$ cat src/rtl/snake_draw_pkg.sv
// Shared definitions for the snake game drawing path.
// Holds the VGA screen geometry, coordinate/colour widths, the block
// drawing FSM state encoding and the on-screen clip test.
package snake_draw_pkg;

    localparam int SCREEN_W = 160;
    localparam int SCREEN_H = 120;
    localparam int X_W      = 8;
    localparam int Y_W      = 7;
    localparam int C_W      = 3;

    typedef enum logic [1:0] {
        IDLE = 2'd0,
        DRAW = 2'd1,
        DONE = 2'd2
    } draw_state_t;

    // Sums are one bit wider than the screen coordinates so that a block
    // hanging off the right/bottom edge is clipped instead of wrapping.
    function automatic logic on_screen(input logic [X_W:0] sum_x,
                                       input logic [Y_W:0] sum_y);
        return (sum_x < (X_W+1)'(SCREEN_W)) && (sum_y < (Y_W+1)'(SCREEN_H));
    endfunction

endpackage

$ cat src/rtl/rr_arbiter.sv
// Combinational round-robin arbiter.
//   req   : request vector, one bit per requester
//   ptr   : index of the highest-priority requester this round
//   grant : one-hot grant of the first set req bit at or after ptr,
//           wrapping modulo NREQ; all zero when no request is set
module rr_arbiter #(
    parameter int NREQ  = 3,
    parameter int PTR_W = 2
) (
    input  logic [NREQ-1:0]  req,
    input  logic [PTR_W-1:0] ptr,
    output logic [NREQ-1:0]  grant
);

    logic found;

    // First pass covers indices ptr..NREQ-1, second pass wraps to 0..ptr-1.
    always_comb begin
        grant = '0;
        found = 1'b0;
        for (int unsigned j = 0; j < NREQ; j++) begin
            if (!found && req[j] && (j >= 32'(ptr))) begin
                grant[j] = 1'b1;
                found    = 1'b1;
            end
        end
        for (int unsigned j = 0; j < NREQ; j++) begin
            if (!found && req[j]) begin
                grant[j] = 1'b1;
                found    = 1'b1;
            end
        end
    end

endmodule

$ cat src/rtl/block_draw_arbiter.sv
// Arbitrates between block draw requesters (head draw, tail erase, food
// draw) and rasterises the winner's square block into VGA pixel writes.
//   clk, reset     : clock, asynchronous active-high reset
//   req            : per-requester level request, held until ack
//   x_in/y_in/c_in : packed per-requester block top-left and colour
//   ack            : one-cycle one-hot pulse, request latched
//   done           : one-cycle one-hot pulse, block fully written
//   busy           : high whenever not idle
//   x_out/y_out/c_out/plot : pixel write port to the VGA adapter
module block_draw_arbiter
    import snake_draw_pkg::*;
#(
    parameter int NREQ      = 3,
    parameter int SIDE_LOG2 = 2
) (
    input  logic                clk,
    input  logic                reset,
    input  logic [NREQ-1:0]     req,
    input  logic [X_W*NREQ-1:0] x_in,
    input  logic [Y_W*NREQ-1:0] y_in,
    input  logic [C_W*NREQ-1:0] c_in,
    output logic [NREQ-1:0]     ack,
    output logic [NREQ-1:0]     done,
    output logic                busy,
    output logic [X_W-1:0]      x_out,
    output logic [Y_W-1:0]      y_out,
    output logic [C_W-1:0]      c_out,
    output logic                plot
);

    localparam int PTR_W = (NREQ > 1) ? $clog2(NREQ) : 1;
    localparam int CNT_W = 2 * SIDE_LOG2;

    draw_state_t        state;
    logic [CNT_W-1:0]   count;
    logic [CNT_W-1:0]   count_nxt;
    logic [PTR_W-1:0]   ptr;
    logic [PTR_W-1:0]   win_q;
    logic [NREQ-1:0]    gnt_q;
    logic [X_W-1:0]     base_x;
    logic [Y_W-1:0]     base_y;

    logic [NREQ-1:0]    grant;
    logic [PTR_W-1:0]   win_idx;
    logic [X_W-1:0]     win_x;
    logic [Y_W-1:0]     win_y;
    logic [C_W-1:0]     win_c;

    logic [X_W-1:0]     src_x;
    logic [Y_W-1:0]     src_y;
    logic [SIDE_LOG2-1:0] col;
    logic [SIDE_LOG2-1:0] row;
    logic [X_W:0]       sum_x;
    logic [Y_W:0]       sum_y;

    rr_arbiter #(
        .NREQ  (NREQ),
        .PTR_W (PTR_W)
    ) u_rr_arbiter (
        .req   (req),
        .ptr   (ptr),
        .grant (grant)
    );

    always_comb begin
        win_idx = '0;
        win_x   = '0;
        win_y   = '0;
        win_c   = '0;
        for (int unsigned j = 0; j < NREQ; j++) begin
            if (grant[j]) begin
                win_idx = PTR_W'(j);
                win_x   = x_in[j*X_W +: X_W];
                win_y   = y_in[j*Y_W +: Y_W];
                win_c   = c_in[j*C_W +: C_W];
            end
        end
    end

    // Outputs are registered, so the adder computes the pixel for the
    // coming cycle: the winner's corner on grant, else base + next count.
    always_comb begin
        count_nxt = count + CNT_W'(1);
        if (state == IDLE) begin
            src_x = win_x;
            src_y = win_y;
            col   = '0;
            row   = '0;
        end else begin
            src_x = base_x;
            src_y = base_y;
            col   = count_nxt[SIDE_LOG2-1:0];
            row   = count_nxt[CNT_W-1:SIDE_LOG2];
        end
        sum_x = {1'b0, src_x} + (X_W+1)'(col);
        sum_y = {1'b0, src_y} + (Y_W+1)'(row);
    end

    always_ff @(posedge clk or posedge reset) begin
        if (reset) begin
            state  <= IDLE;
            count  <= '0;
            ptr    <= '0;
            win_q  <= '0;
            gnt_q  <= '0;
            base_x <= '0;
            base_y <= '0;
            ack    <= '0;
            done   <= '0;
            busy   <= 1'b0;
            plot   <= 1'b0;
            x_out  <= '0;
            y_out  <= '0;
            c_out  <= '0;
        end else begin
            ack  <= '0;
            done <= '0;
            case (state)
                IDLE: begin
                    if (|req) begin
                        state  <= DRAW;
                        busy   <= 1'b1;
                        count  <= '0;
                        win_q  <= win_idx;
                        gnt_q  <= grant;
                        base_x <= win_x;
                        base_y <= win_y;
                        ack    <= grant;
                        // c_out doubles as the latched colour for the block.
                        c_out  <= win_c;
                        x_out  <= sum_x[X_W-1:0];
                        y_out  <= sum_y[Y_W-1:0];
                        plot   <= on_screen(sum_x, sum_y);
                    end
                end
                DRAW: begin
                    if (count == '1) begin
                        state <= DONE;
                        count <= '0;
                        plot  <= 1'b0;
                        x_out <= '0;
                        y_out <= '0;
                        c_out <= '0;
                        done  <= gnt_q;
                        ptr   <= (win_q == PTR_W'(NREQ-1)) ? '0 : win_q + PTR_W'(1);
                    end else begin
                        count <= count_nxt;
                        x_out <= sum_x[X_W-1:0];
                        y_out <= sum_y[Y_W-1:0];
                        plot  <= on_screen(sum_x, sum_y);
                    end
                end
                DONE: begin
                    state <= IDLE;
                    busy  <= 1'b0;
                end
                default: begin
                    state <= IDLE;
                    busy  <= 1'b0;
                end
            endcase
        end
    end

endmodule

$ cat config.mk
export PLATFORM = sky130hd
export DESIGN_NAME = block_draw_arbiter
export DESIGN_NICKNAME = d
export VERILOG_FILES = /design/src/rtl/snake_draw_pkg.sv /design/src/rtl/rr_arbiter.sv /design/src/rtl/block_draw_arbiter.sv
export SDC_FILE = /design/constraint.sdc
export NUM_CORES = 1
export LEC_CHECK = 0
export ABC_CLOCK_PERIOD_IN_PS = 4850
export BUFFER_PORTS_ARGS = -buffer_cell sky130_fd_sc_hd__clkbuf_2
export CAP_MARGIN = 20
export CORE_MARGIN = 2
export CORE_UTILIZATION = 57
export DETAILED_ROUTE_END_ITERATION = 12
export GPL_ROUTABILITY_DRIVEN = 0
export PLACE_DENSITY = 0.85
export SYNTH_ARGS = -nofsm -noshare
export SYNTH_HDL_FRONTEND = slang
export SYNTH_SLANG_ARGS = --single-unit
$ cat constraint.sdc
create_clock -name clk -period 4.85 [get_ports clk]
set_input_delay 0.97 -clock clk [delete_from_list [all_inputs] [get_ports clk]]
set_output_delay 0.97 -clock clk [all_outputs]
set_load 0.01 [all_outputs]
Word level (Yosys, flattened, before mapping) --
Cells that the tools add are included.
Word-level totals: word-level logic and storage cells 102, output and inout bits 26, register bits after elaboration 54, input bits 59
Cells by class: reductions and logical operators 23, $lt $le $gt $ge 5, equal/unequal tests 5, add/subtract/negate cells 4, muxes and demuxes 50, bitwise operators 1
Operators by type and width (count):
- 2-to-1 mux 8 bit | 6
- 2-to-1 mux 7 bit | 6
- 2-to-1 mux 3 bit | 9
- one-hot mux 8 bit (2 select lines) | 1
- 2-to-1 mux 1 bit | 14
- one-hot mux 7 bit (2 select lines) | 1
- 2-to-1 mux 2 bit | 6
- AND reduction 2 bit | 5
- adder 8 x 2 -> 9 bit | 1
- logical AND 1 bit | 9
- < comparator 9 x 8 -> 1 bit, second input constant | 1
- adder 7 x 2 -> 8 bit | 1
- < comparator 8 x 7 -> 1 bit, second input constant | 1
- 2-to-1 mux 4 bit | 2
- one-hot mux 4 bit (2 select lines) | 1
- one-hot mux 3 bit (2 select lines) | 1
- logical NOT 1 bit | 5
- adder 4 x 1 -> 4 bit, second input constant | 1
- equality test 4 bit, second input constant | 1
- >= comparator 1 x 2 -> 1 bit, first input constant | 2
- one-hot mux 1 bit (2 select lines) | 2
- one-hot mux 2 bit (2 select lines) | 1
- AND reduction 3 bit | 1
- OR reduction 3 bit | 1
- other kinds (9) | 9

Longest topological paths before layout --
Gate-level depths: netlist of the first run.
depth in word-level cells 27, gate-level depth with buffers 15, gate-level depth less buffers 13

Hierarchy --
From an unflattened synthesis of the first run, not the netlist that was laid out.
Unflattened totals: cells, all modules 328, area total of the unflattened synthesis 3160.5 µm²
By module, submodules not included:
- block_draw_arbiter | cells each 317, times used 1, sequential area each 1326.3 µm², area an instance 3090.5 µm²
- rr_arbiter | cells each 11, times used 1, sequential area each 0.0 µm², area an instance 70.1 µm²

Worst setup path before layout of the first run --
OpenSTA, ideal clock, no wires.
path type input-to-reg, start point in req[1], end point reg x_out[6], setup slack 940 ps, data arrival time 3815 ps, path buffers 3, stages on the path 15, setup time 96 ps, data required time 4754 ps, cells stage by stage buf_2 -> buf_1 -> clkbuf_1 -> nand2_1 -> nor2_1 -> a222oi_1 -> nor2_1 -> a21o_1 -> ha_1 -> inv_1 -> fa_1 -> nor4_1 -> nand2_1 -> xor2_1 -> o31ai_1
Between the ends: longest elaborated chain between the ends 21, elaborated cells between the ends (all ways) 31, those cells by class add/sub: 1; eq/ne: 1; mux: 16; reduce/logical: 13
RTL lines:
- from (decl) | RTL line block_draw_arbiter.sv:18 | input logic [NREQ-1:0] req,
- logical AND 1 bit (2 in a row) | RTL line rr_arbiter.sv:22 | if (!found && req[j] && (j >= 32'(ptr))) begin
- 2-to-1 mux 1 bit | RTL line rr_arbiter.sv:22
- logical NOT 1 bit | RTL line rr_arbiter.sv:22
- logical AND 1 bit (2 in a row) | RTL line rr_arbiter.sv:22
- 2-to-1 mux 1 bit | RTL line rr_arbiter.sv:22
- logical NOT 1 bit | RTL line rr_arbiter.sv:28 | if (!found && req[j]) begin
- logical AND 1 bit | RTL line rr_arbiter.sv:28
- 2-to-1 mux 1 bit | RTL line rr_arbiter.sv:28
- [... 3 more ...]
- logical NOT 1 bit | RTL line rr_arbiter.sv:28
- logical AND 1 bit | RTL line rr_arbiter.sv:28
- 2-to-1 mux 1 bit | RTL line rr_arbiter.sv:28
- 2-to-1 mux 8 bit | RTL line block_draw_arbiter.sv:71 | if (grant[j]) begin
- 2-to-1 mux 8 bit | RTL line block_draw_arbiter.sv:84 | if (state == IDLE) begin
- adder 8 x 2 -> 9 bit | RTL line block_draw_arbiter.sv:95 | sum_x = {1'b0, src_x} + (X_W+1)'(col);
- 2-to-1 mux 8 bit, on equally long branches | RTL line block_draw_arbiter.sv:137, block_draw_arbiter.sv:120
- one-hot mux 8 bit (2 select lines) | RTL line block_draw_arbiter.sv:118 | case (state)
- to (signal assigned) | RTL line block_draw_arbiter.sv:131 | x_out <= sum_x[X_W-1:0];
- to (signal assigned) | RTL line block_draw_arbiter.sv:148 | x_out <= sum_x[X_W-1:0];
- to (decl) | RTL line block_draw_arbiter.sv:25 | output logic [X_W-1:0] x_out,
Several ways; a longest one is shown, not always the timed one. The select of a mux whose other input is x is not followed. A chain may end at the register's enable or synchronous reset.

Worst setup path in the final report of the first run --
start point in req[2], end point reg x_out[6]
Between the ends: longest elaborated chain between the ends 17, elaborated cells between the ends (all ways) 26, those cells by class add/sub: 1; eq/ne: 1; mux: 14; reduce/logical: 10
RTL lines (RTL line):
- logical AND 1 bit (2 in a row) | rr_arbiter.sv:22
- 2-to-1 mux 1 bit | rr_arbiter.sv:22
- logical NOT 1 bit | rr_arbiter.sv:28
- logical AND 1 bit | rr_arbiter.sv:28
- 2-to-1 mux 1 bit | rr_arbiter.sv:28
- logical NOT 1 bit | rr_arbiter.sv:28
- logical AND 1 bit | rr_arbiter.sv:28
- 2-to-1 mux 1 bit | rr_arbiter.sv:28
- logical NOT 1 bit | rr_arbiter.sv:28
- logical AND 1 bit | rr_arbiter.sv:28
- 2-to-1 mux 1 bit | rr_arbiter.sv:28
- 2-to-1 mux 8 bit | block_draw_arbiter.sv:71
- 2-to-1 mux 8 bit | block_draw_arbiter.sv:84
- adder 8 x 2 -> 9 bit | block_draw_arbiter.sv:95
- 2-to-1 mux 8 bit, on equally long branches | block_draw_arbiter.sv:137, block_draw_arbiter.sv:120
- one-hot mux 8 bit (2 select lines) | block_draw_arbiter.sv:118
Several ways; a longest one is shown, not always the timed one. The select of a mux whose other input is x is not followed.

==> run metrics, run 1 <==
status finished, final reports clean; NetSw 0.956 mW; clock share of power 11.7%; CTS tree yes; Post-CTS Setup Bufs 0; CTS Buf Count 5; Clk pin slew, worst setup/hold paths 100 ps; Synth area leader dfrtp_1; P_leak 1.90 nW; Clock Path Buffers 2; Slew Limit Fails 0; first-pass GRT wire length 13300 um; GRT Overall Usage 26.9%; hold crit path type reg -> reg; FP Rows 27; RR Endpoint x_out[6]; Layout Nets 482; Die Ht 78.9 um; RSZ-0062 raised after global routing no; num ports 85; Ys Warns 0; combinational power share 54.1%; CTS resizes 0; Cells after Synth 338; P_int 1.26 mW; Post-Layout Inst Area 0.00380 mm2; hold_buf cts 0; hpwl dp around 6100 um; reg-to-reg slack, setup roughly 1300 ps; CP required 5070 ps; Die Footprint 0.00622 mm2; highest-delay cell along the critical path nor2_1; initial antenna violation count 0; share of layout cells above drive strength 1 a little over a quarter; Setup CP Type in -> reg; Post-Syn Nets ~400; max-cap viol count 0; crit-path leading delay family simple AND/OR/NAND/NOR gates; grt total ovfl 0; H-tree depth 2; CP Data Arrival Time 4250 ps; starting DRC count in detailed routing 254; post-synthesis cell type count 63; die width 78.9 um; slew at the pin closest to its max-slew limit 825 ps; CP startpoint kind input port; Mapped Area 0.00319 mm2; drt pass-1 iters 6; P&R area growth vs syn 18.8%; number of global-route vias before repair roughly 2900; Hold EP base_y[5]; Residual DRC 0; Placed Area 0.00368 mm2; final setup fails 0; vias after detailed routing 3000; CP Capture Type flip-flop; dpl cells 480; clk root buf clkbuf_8; flops & latches, synth between 50 and 60; CP bufs+invs 2; DR WL/cell around 17 um; largest net degree at the start of global routing 54; post-route ant nets 0; ys flop type dfrtp_1; FF-to-FF path depth 13; Mean Syn Cell Area between 9 and 10 um2; final hold violations 0; Async SR Flop Fraction 100%; Synth top area share 41.5%; crit path time final 4030 ps; period utilization 83.1%; number of synthesized flops with an enable pin 0; clk_skew about 12 ps; sw frac 43.1%; Rel. slew slack between 40% and 50%; final setup TNS 0 ps; Worst IR Drop VDD 0.296 mV; port buffer count 84; ANT cells 0; Non-Filler Instances approximately 490; worst path cell trace clkbuf_2 -> nor2_1 -> o21ai_1 -> nor2_1 -> a222oi_1 -> nor2_1 -> a21o_1 -> ha_1 -> inv_1 -> fa_1 -> nor4_1 -> nand2_1 -> xor2_1 -> o31ai_1; initial core utilization roughly 58%; fmax 248 MHz; Hold Path Stages 2; part of the power in registers 34.2%; Vias/cell 6.13; CP max stage delay roughly 530 ps; routed wire length 8080 um; sequential-to-total area share from yosys stat 41.5%; core area roughly 0.0055 mm2; clock sinks 53; hold_sp base_y[5]; synth top area cells dfrtp_1 (42%), nand2_1 (5.4%), a21oi_1 (3.6%); CP Max Fanout 14; most used cell, CP nor2_1; Worst-Skew Late Latency 300 ps; power density cells 585 mW/mm2; worst reg2reg startpoint ptr[1]
==> cell families (layout without fill, tap and decap cells) <==
group,count (synthesis),after routing,synth area share (%)
compound gates,120,120,29.2
simple gates,109,109,17.1
flops,53,53,41.5
buf+inv,32,111,4.03
xor+xnor,12,12,3.29
fa+ha+maj,7,7,3.21
mux,5,5,1.68
==> layout by cell type (no fill, tap or decap), types with 3 or more instances in the layout <==
| master | n |
|---|---|
| buf_4 | 4 |
| o211ai_1 | 3 |
| clkbuf_2 | 84 |
| o31ai_1 | 5 |
| inv_1 | 10 |
| o21ai_1 | 3 |
| a2111oi_0 | 3 |
| xor2_1 | 6 |
| clkbuf_8 | 5 |
| a21o_1 | 13 |
| xnor2_1 | 6 |
| mux2i_1 | 4 |
| and2_1 | 7 |
| a32o_1 | 3 |
| nand2_1 | 46 |
| o41ai_2 | 4 |
| nand3_1 | 7 |
| ha_1 | 5 |
| o311ai_0 | 4 |
| dfrtp_1 | 53 |
| nand2b_1 | 12 |
| a21oi_1 | 23 |
| a22o_1 | 13 |
| a222oi_1 | 7 |
| a221oi_1 | 6 |
| o21ai_0 | 14 |
| nor2_1 | 17 |
==> Yosys cell counts (2+ instances only) <==
cell type,instances
o21ai_1,3
a2111oi_0,3
nand3_1,7
a22o_1,13
mux2i_1,4
fa_1,2
inv_1,11
nor3_1,2
nor2b_1,2
dfrtp_1,53
clkinv_1,2
o31ai_1,6
o21ai_0,14
o22a_1,2
and2_0,2
clkbuf_1,16
or2_2,2
ha_1,5
xnor2_1,6
o211ai_1,3
xor2_1,6
and2_1,7
a21o_1,13
a32o_1,3
o311ai_0,4
a21oi_1,23
a222oi_1,7
o41ai_2,5
nand2b_1,12
nor2_1,17
nand2_1,46
a221oi_1,6
==> worst max-delay path by stage <==
stage               startpoint        to  cells after the start  slack (ps)
floorplan               req[1]  x_out[6]                     15         940
global placement        req[2]  x_out[6]                     14         710
detailed placement      req[2]  x_out[6]                     14         580
CTS                     req[2]  x_out[6]                     14         880
global route            req[2]  x_out[6]                     14         370
finish                  req[2]  x_out[6]                     14         820
==> final cells by class <==
type	instances	area, um2
multi-input combinational	253	1760
fill	424	1680
sequential	53	1330
timing repair buffer	90	482
tap	72	90.1
clock buffer	5	68.8
inverter	13	48.8
clock inverter	3	25.0
==> sequential cells by signal, indices dropped and copies added, names as in the netlist <==
register  cells
win_q         2
count         4
base_x        8
y_out         7
gnt_q         2
ack           3
base_y        7
state         2
done          3
x_out         8
busy          1
c_out         3
plot          1
ptr           2
==> per-layer routing <==
metal  GRT usage [%]  wire length, um  vias up
met3            4.89              517       18
met5               0                0        -
met1            35.7             3430     1434
met4            9.14              168        0
li1                -                -     1413
met2            44.8             3970      135
==> stage by stage <==
stage	worst slack, ps	hold slack, ps	util (%)	power (mW)
floorplan	940	438	-	1.63
global placement	706	452	67.1	1.90
detailed placement	585	464	67.3	1.96
CTS	883	487	69.0	2.22
global route	373	494	69.4	2.40
finish	822	485	69.4	2.22
==> worst reg2reg max path: stages (launching register included) <==
cell and delay [ps]:
dfrtp_1 510, nand2b_1 420, o21ai_1 190, nor2_1 420
a222oi_1 130, nor2_1 160, a21o_1 100, ha_1 150
inv_1 50, fa_1 450, nor4_1 420, nand2_1 110
xor2_1 160, o31ai_1 180
==> power by group through the flow <==
stage	Combinational, mW	Clock (mW)	Sequential (mW)
floorplan	0.850	0	0.776
global placement	1.15	0	0.755
detailed placement	1.20	0	0.765
CTS	1.20	0.266	0.757
global route	1.34	0.286	0.777
finish	1.20	0.261	0.759
Power figures use the tool's default switching activity.
==> run 2: changes to the inputs <==
- ABC_AREA: default -> 1
- ABC_CLOCK_PERIOD_IN_PS: 4850 -> 3780
- CORE_UTILIZATION: 57 -> 53
- PLACE_DENSITY: 0.85 -> 0.81
- clock period: 4.85 -> 3.78 ns (I/O delays scaled with it)
==> run 2 against run 1 <==
- clock-buffer cell count up 2
- register-to-register slack worse by 690 ps
- synthesized cell count up 14%
- clock skew down 4.9 ps
- power up 33%
- highest routed layer unchanged
- sequential share of layout area up 0.99 points
- largest cell class unchanged
- combinational power up 33%
- cell count up 12%
==> run metrics, run 2 <==
CP Max Fanout 11; P_leak between 1.5 and 2 nW; Vias/cell approximately 5.5; sequential-to-total area share from yosys stat 43.0%; CP startpoint kind input port; DR WL/cell 14.3 um; most common cell in the synthesized netlist nand2_1; Clk pin slew, worst setup/hold paths 90 ps; FP Rows 27; slew at the pin closest to its max-slew limit roughly 580 ps; crit path time final 3310 ps; Setup WS pre-CTS about 220 ps; final setup TNS 0 ps; Worst IR Drop VDD about 0.32 mV; Post-Layout Inst Area 0.00369 mm2; hold crit path type in -> async; Async SR Flop Fraction 100%; Setup CP Type in -> reg; clk root buf clkbuf_8; synth top area cells dfrtp_1 (43%), nand2_1 (10%), nand3_1 (6.2%); Post-CTS Setup Bufs 0; most used cell, CP nand2_1; CTS tree yes; Regs by FF count base_x: 8 flops, x_out: 8 flops; final hold violations 0; CP Data Arrival Time 3520 ps; power density cells 800 mW/mm2; Final Hold Slack 409 ps; vias after detailed routing 3008; ANT cells 0; Worst-Skew Late Latency 310 ps; CP required 3990 ps; starting DRC count in detailed routing 246; first-pass GRT wire length 13000 um; flops & latches, synth 53; Synth top area share 43.0%; ys flop type dfrtp_1; fmax 302 MHz; CTS resizes 0; most common cell after layout, fill and taps aside nand2_1; fillcell total a little under 500; grt total ovfl 0; Die Ht 80.3 um; Slew Limit Fails 0; number of synthesized flops with an enable pin 0; Mapped Area 0.00309 mm2; reg-to-reg slack, setup 610 ps; crit-path leading delay family simple AND/OR/NAND/NOR gates; Clock Path Buffers 2; worst path cell trace clkbuf_2 -> nand2_1 -> nand2_1 -> nand2_1 -> nand2_2 -> inv_1 -> nand2_1 -> o21ai_0 -> nand2_1 -> o21ai_0 -> ha_1 -> inv_1 -> fa_1 -> inv_1 -> nand3_1 -> nor2_2 -> nand3_1 -> nand2_1 -> nand2_1 -> nand2_1 -> nand2_1 -> nand2_1 -> nand2_1; core area 0.00557 mm2; initial antenna violation count 0; Ys Warns 0; post-route ant nets 0; max-cap viol count 0; RSZ-0062 raised after global routing no; largest net degree at the start of global routing 54; Post-Syn Nets 453; period utilization 87.5%; commonest cells in the netlist nand2_1 (86), dfrtp_1 (53), inv_1 (42), nand3_1 (38), nor2_1 (36); Cells after Synth 387; initial core utilization 55.4%; clock sinks 53; hpwl dp 5850 um; GRT Overall Usage 26.0%; end-of-flow core utilization 66.2%; Multi-input gate area 0.00150 mm2; hold_buf cts 0; die width 80.3 um; num ports 85; Placed Area 0.00355 mm2; drt pass-1 iters 6; Residual DRC 0; dpl cells 537; H-tree depth 2; post-synthesis cell type count 38; register area between 0.001 and 0.0015 mm2; CP max stage delay roughly 360 ps; Layout Nets 539; P&R area growth vs syn 19.6%; Die Footprint 0.00645 mm2; clk_skew 6.60 ps; final setup fails 0; highest-delay cell along the critical path fa_1; CTS Buf Count 5; routed wire length 7820 um; CP Capture Type flip-flop; status finished, final reports clean; Non-Filler Instances 546; number of cells on the critical path 23; number of global-route vias before repair around 2900; commonest non-fill, non-tap cells in the layout nand2_1 (86), clkbuf_2 (84), dfrtp_1 (53), inv_1 (41), nand3_1 (38); setup ws final 472 ps; Mean Syn Cell Area 7.98 um2; Synth area leader dfrtp_1; FF-to-FF path depth 23; CP bufs+invs 4; Tot Pwr 2.95 mW; share of layout cells above drive strength 1 27.4%; port buffer count between 80 and 90; Rel. slew slack 61.1%
==> run 2: changes by cell type in the layout (fill, tap and decap cells not counted), moves of 8 or more <==
cell and change:
o21ai_0 +21, nand2_1 +40, nor2_1 +19, inv_1 +31, nand2_2 +12, a21o_1 -12
nand3_1 +31, a22o_1 -8, a21oi_1 -10, nand2b_1 -12
==> run 2: logic make-up (layout without fill, tap and decap cells) <==
logic type                 after synthesis  after routing  share of synthesized area (%)
and+or+nand+nor                        197            197                           30.2
AOI/OAI and AO/OA                       71             71                           14.3
buffers and inverters                   56            143                           8.35
DFF                                     53             53                           43.0
adders and majority gates                7              7                           3.32
xor gates and xnor gates                 3              3                          0.851
==> run 2: final timing paths <==
path                          start        to
min in group clk           x_out[5]  x_out[5]
max in group asynchronous     reset  x_out[0]
min                           reset  y_out[1]
min reg2reg                x_out[5]  x_out[5]
max reg2reg                  ptr[0]      plot
max                          req[0]      plot
==> run 2: power by group <==
part	switching, mW	internal (mW)	total (mW)
logic	0.990	0.603	1.59
clock network	0.190	0.216	0.407
registers	0.132	0.822	0.955
total	1.31	1.64	2.95
==> run 2: worst register-to-register path: stages, from the launching register on <==
cell and delay [ps]:
dfrtp_1 360, inv_1 90, nand2_1 70, nand2_1 50
nand2_1 160, nand2_2 180, inv_1 330, nand2_1 100
o21ai_0 100, nand2_1 90, o21ai_0 100, ha_1 190
inv_1 60, fa_1 360, inv_1 80, nand3_1 110
nor2_2 190, nand3_1 110, nand2_1 70, nand2_1 60
nand2_1 60, nand2_1 50, nand2_1 60, nand2_1 50
==> run 2: layout make-up <==
class	count	area share [%]
Timing Repair Buffer	91	13.2
Multi-Input combinational cell	278	40.7
Sequential cell	53	35.9
Inverter	44	4.61
Clock buffer	7	2.34
Clock inverter	1	0.814
Tap cell	72	2.44
==> run 2: layer usage <==
layer,vias up,GRT usage (%),wire [um]
met4,0,10.8,195
met3,25,4.94,533
met5,-,0,0
met1,1408,34.7,3380
met2,132,41.7,3710
li1,1443,-,-
==> run 3: changes to the inputs <==
--- a/config.mk
+++ b/config.mk
@@ -14,5 +14,5 @@
 export DETAILED_ROUTE_END_ITERATION = 12
 export GPL_ROUTABILITY_DRIVEN = 0
-export PLACE_DENSITY = 0.81
+export PLACE_DENSITY = 0.78
 export SYNTH_ARGS = -nofsm -noshare
 export SYNTH_HDL_FRONTEND = slang
==> constraint.sdc (replaced) <==
create_clock -name clk -period 3.78 [get_ports clk]
set_input_delay 0.756 -clock clk [delete_from_list [all_inputs] [get_ports clk]]
set_output_delay 0.756 -clock clk [all_outputs]
set_load 0.05 [all_outputs]
==> run 3 against run 2 <==
- combinational power rose by 21%
- cell count did not move
- final area fell by 0.61%
==> run metrics, run 3 (synthesis gave the netlist of run 2 again) <==
status finished, final reports clean; clk root buf clkbuf_8; post-route ant nets 0; crit path time final 3230 ps; final setup TNS 0 ps; share of layout cells above drive strength 1 about 27%; commonest non-fill, non-tap cells in the layout nand2_1 (86), clkbuf_2 (84), dfrtp_1 (53), inv_1 (41), nand3_1 (38); clock share of power roughly 10%; Worst IR Drop VDD a little over 0.4 mV; Setup WS pre-CTS between 200 and 300 ps; starting DRC count in detailed routing ~140; P_int approximately 1.6 mW; hold crit path type in -> async; CTS Buf Count 5; largest net degree at the start of global routing 32; Worst-Skew Late Latency 300 ps; end-of-flow core utilization around two thirds; first-pass GRT wire length ~13000 um; combinational power share around 60%; part of the power in registers between 20% and 30%; port buffer count 84; most common cell after layout, fill and taps aside nand2_1; CP Capture Type flip-flop; NetSw 1.63 mW; RSZ-0062 raised after global routing no; FF-to-FF path depth 23; clock sinks 53; vias after detailed routing 2910; num ports 85; initial antenna violation count 0; hold_buf cts 0; Die Footprint 0.00645 mm2; register area 0.00133 mm2; Regs by FF count base_x: 8 flops, x_out: 8 flops; Setup CP Type in -> reg; Placed Area between 0.003 and 0.004 mm2; reg-to-reg slack, setup 720 ps; Post-CTS Setup Bufs 0; Vias/cell around 5.3; wire length on met3 453 um; final setup fails 0; Multi-input gate area between 0.0015 and 0.002 mm2; CP startpoint kind input port; ANT cells 0; grt total ovfl 0; Rel. slew slack between 50% and 60%; sw frac 50.8%; slew at the pin closest to its max-slew limit approximately 710 ps; final hold violations 0; number of global-route vias before repair around 2700; drt pass-1 iters 4; P_leak 1.94 nW; Post-Layout Inst Area 0.00367 mm2; clk_skew 5.70 ps; max-cap viol count 0; routed length on met2 3540 um; hpwl dp 5810 um; CP Data Arrival Time 3430 ps; DR WL/cell 13.9 um; initial core utilization roughly 55%; CTS resizes 0; fmax 309 MHz; die width 80.3 um; FP Rows 27; routed wire length 7580 um; core area 0.00557 mm2; P&R area growth vs syn 18.8%; setup ws final 549 ps; Max Used Layer met4; fillcell total approximately 500; GRT Overall Usage 25.3%; power density cells 874 mW/mm2; Slew Limit Fails 0; Clk pin slew, worst setup/hold paths 90 ps; period utilization 85.5%; CTS tree yes; H-tree depth 2; Die Ht approximately 80 um; Clock Path Buffers 2; Layout Nets 540; Residual DRC 0; CP required 3980 ps; Metal-1 WL 3460 um; CP Max Fanout 11
-- run 3: cell count changes in the layout (fill, tap and decap cells not counted), sizes merged --
cell    previous run  this run
bufinv             1         0
buf                7         8
-- run 3: area by class of cell --
| cell class | count | share of cell area [%] |
|---|---|---|
| clock buffer | 7 | 2.35 |
| inverter | 44 | 4.64 |
| multi-input combinational | 278 | 41.0 |
| sequential | 53 | 36.2 |
| tap | 72 | 2.46 |
| timing repair buffer | 92 | 13.4 |
-- run 3: final timing paths --
kind	to	start
worst max-delay path	plot	req[0]
worst min-delay path	y_out[0]	reset
worst max register to register	plot	ptr[0]
worst min register to register	plot	plot
max in group asynchronous	base_x[0]	reset
min in group clk	plot	plot
-- run 3: critical path: stages --
cell,delay [ps]
clkbuf_2,140
nand2_1,90
nand2_1,50
nand2_1,140
nand2_2,190
inv_1,240
nand2_1,90
o21ai_0,110
nand2_1,90
o21ai_0,100
ha_1,200
inv_1,50
fa_1,350
inv_1,100
nand3_1,110
nor2_2,190
nand3_1,90
nand2_1,70
nand2_1,70
nand2_1,60
nand2_1,50
nand2_1,60
nand2_1,40
-- run 3: power groups by stage --
stage | clock network, mW | registers, mW | logic, mW
floorplan | 0 | 1.33 | 1.12
global placement | 0 | 0.952 | 1.88
detailed placement | 0 | 0.961 | 1.92
CTS | 0.330 | 0.952 | 1.93
global route | 0.350 | 0.979 | 2.15
finish | 0.324 | 0.951 | 1.93
-- run 3: per-stage QoR --
step	std cells	total power [mW]	hold WS, ps
2_1_floorplan	387	2.45	450
3_3_place_gp	538	2.83	458
3_5_place_dp	539	2.88	465
4_1_cts	546	3.21	474
5_1_grt	546	3.48	490
6_report	546	3.21	456
-- run 3: metal layers --
layer | GRT usage, % | vias up
li1 | - | 1447
met5 | 0 | -
met1 | 36.0 | 1339
met3 | 4.38 | 13
met2 | 39.4 | 111
met4 | 8.14 | 0
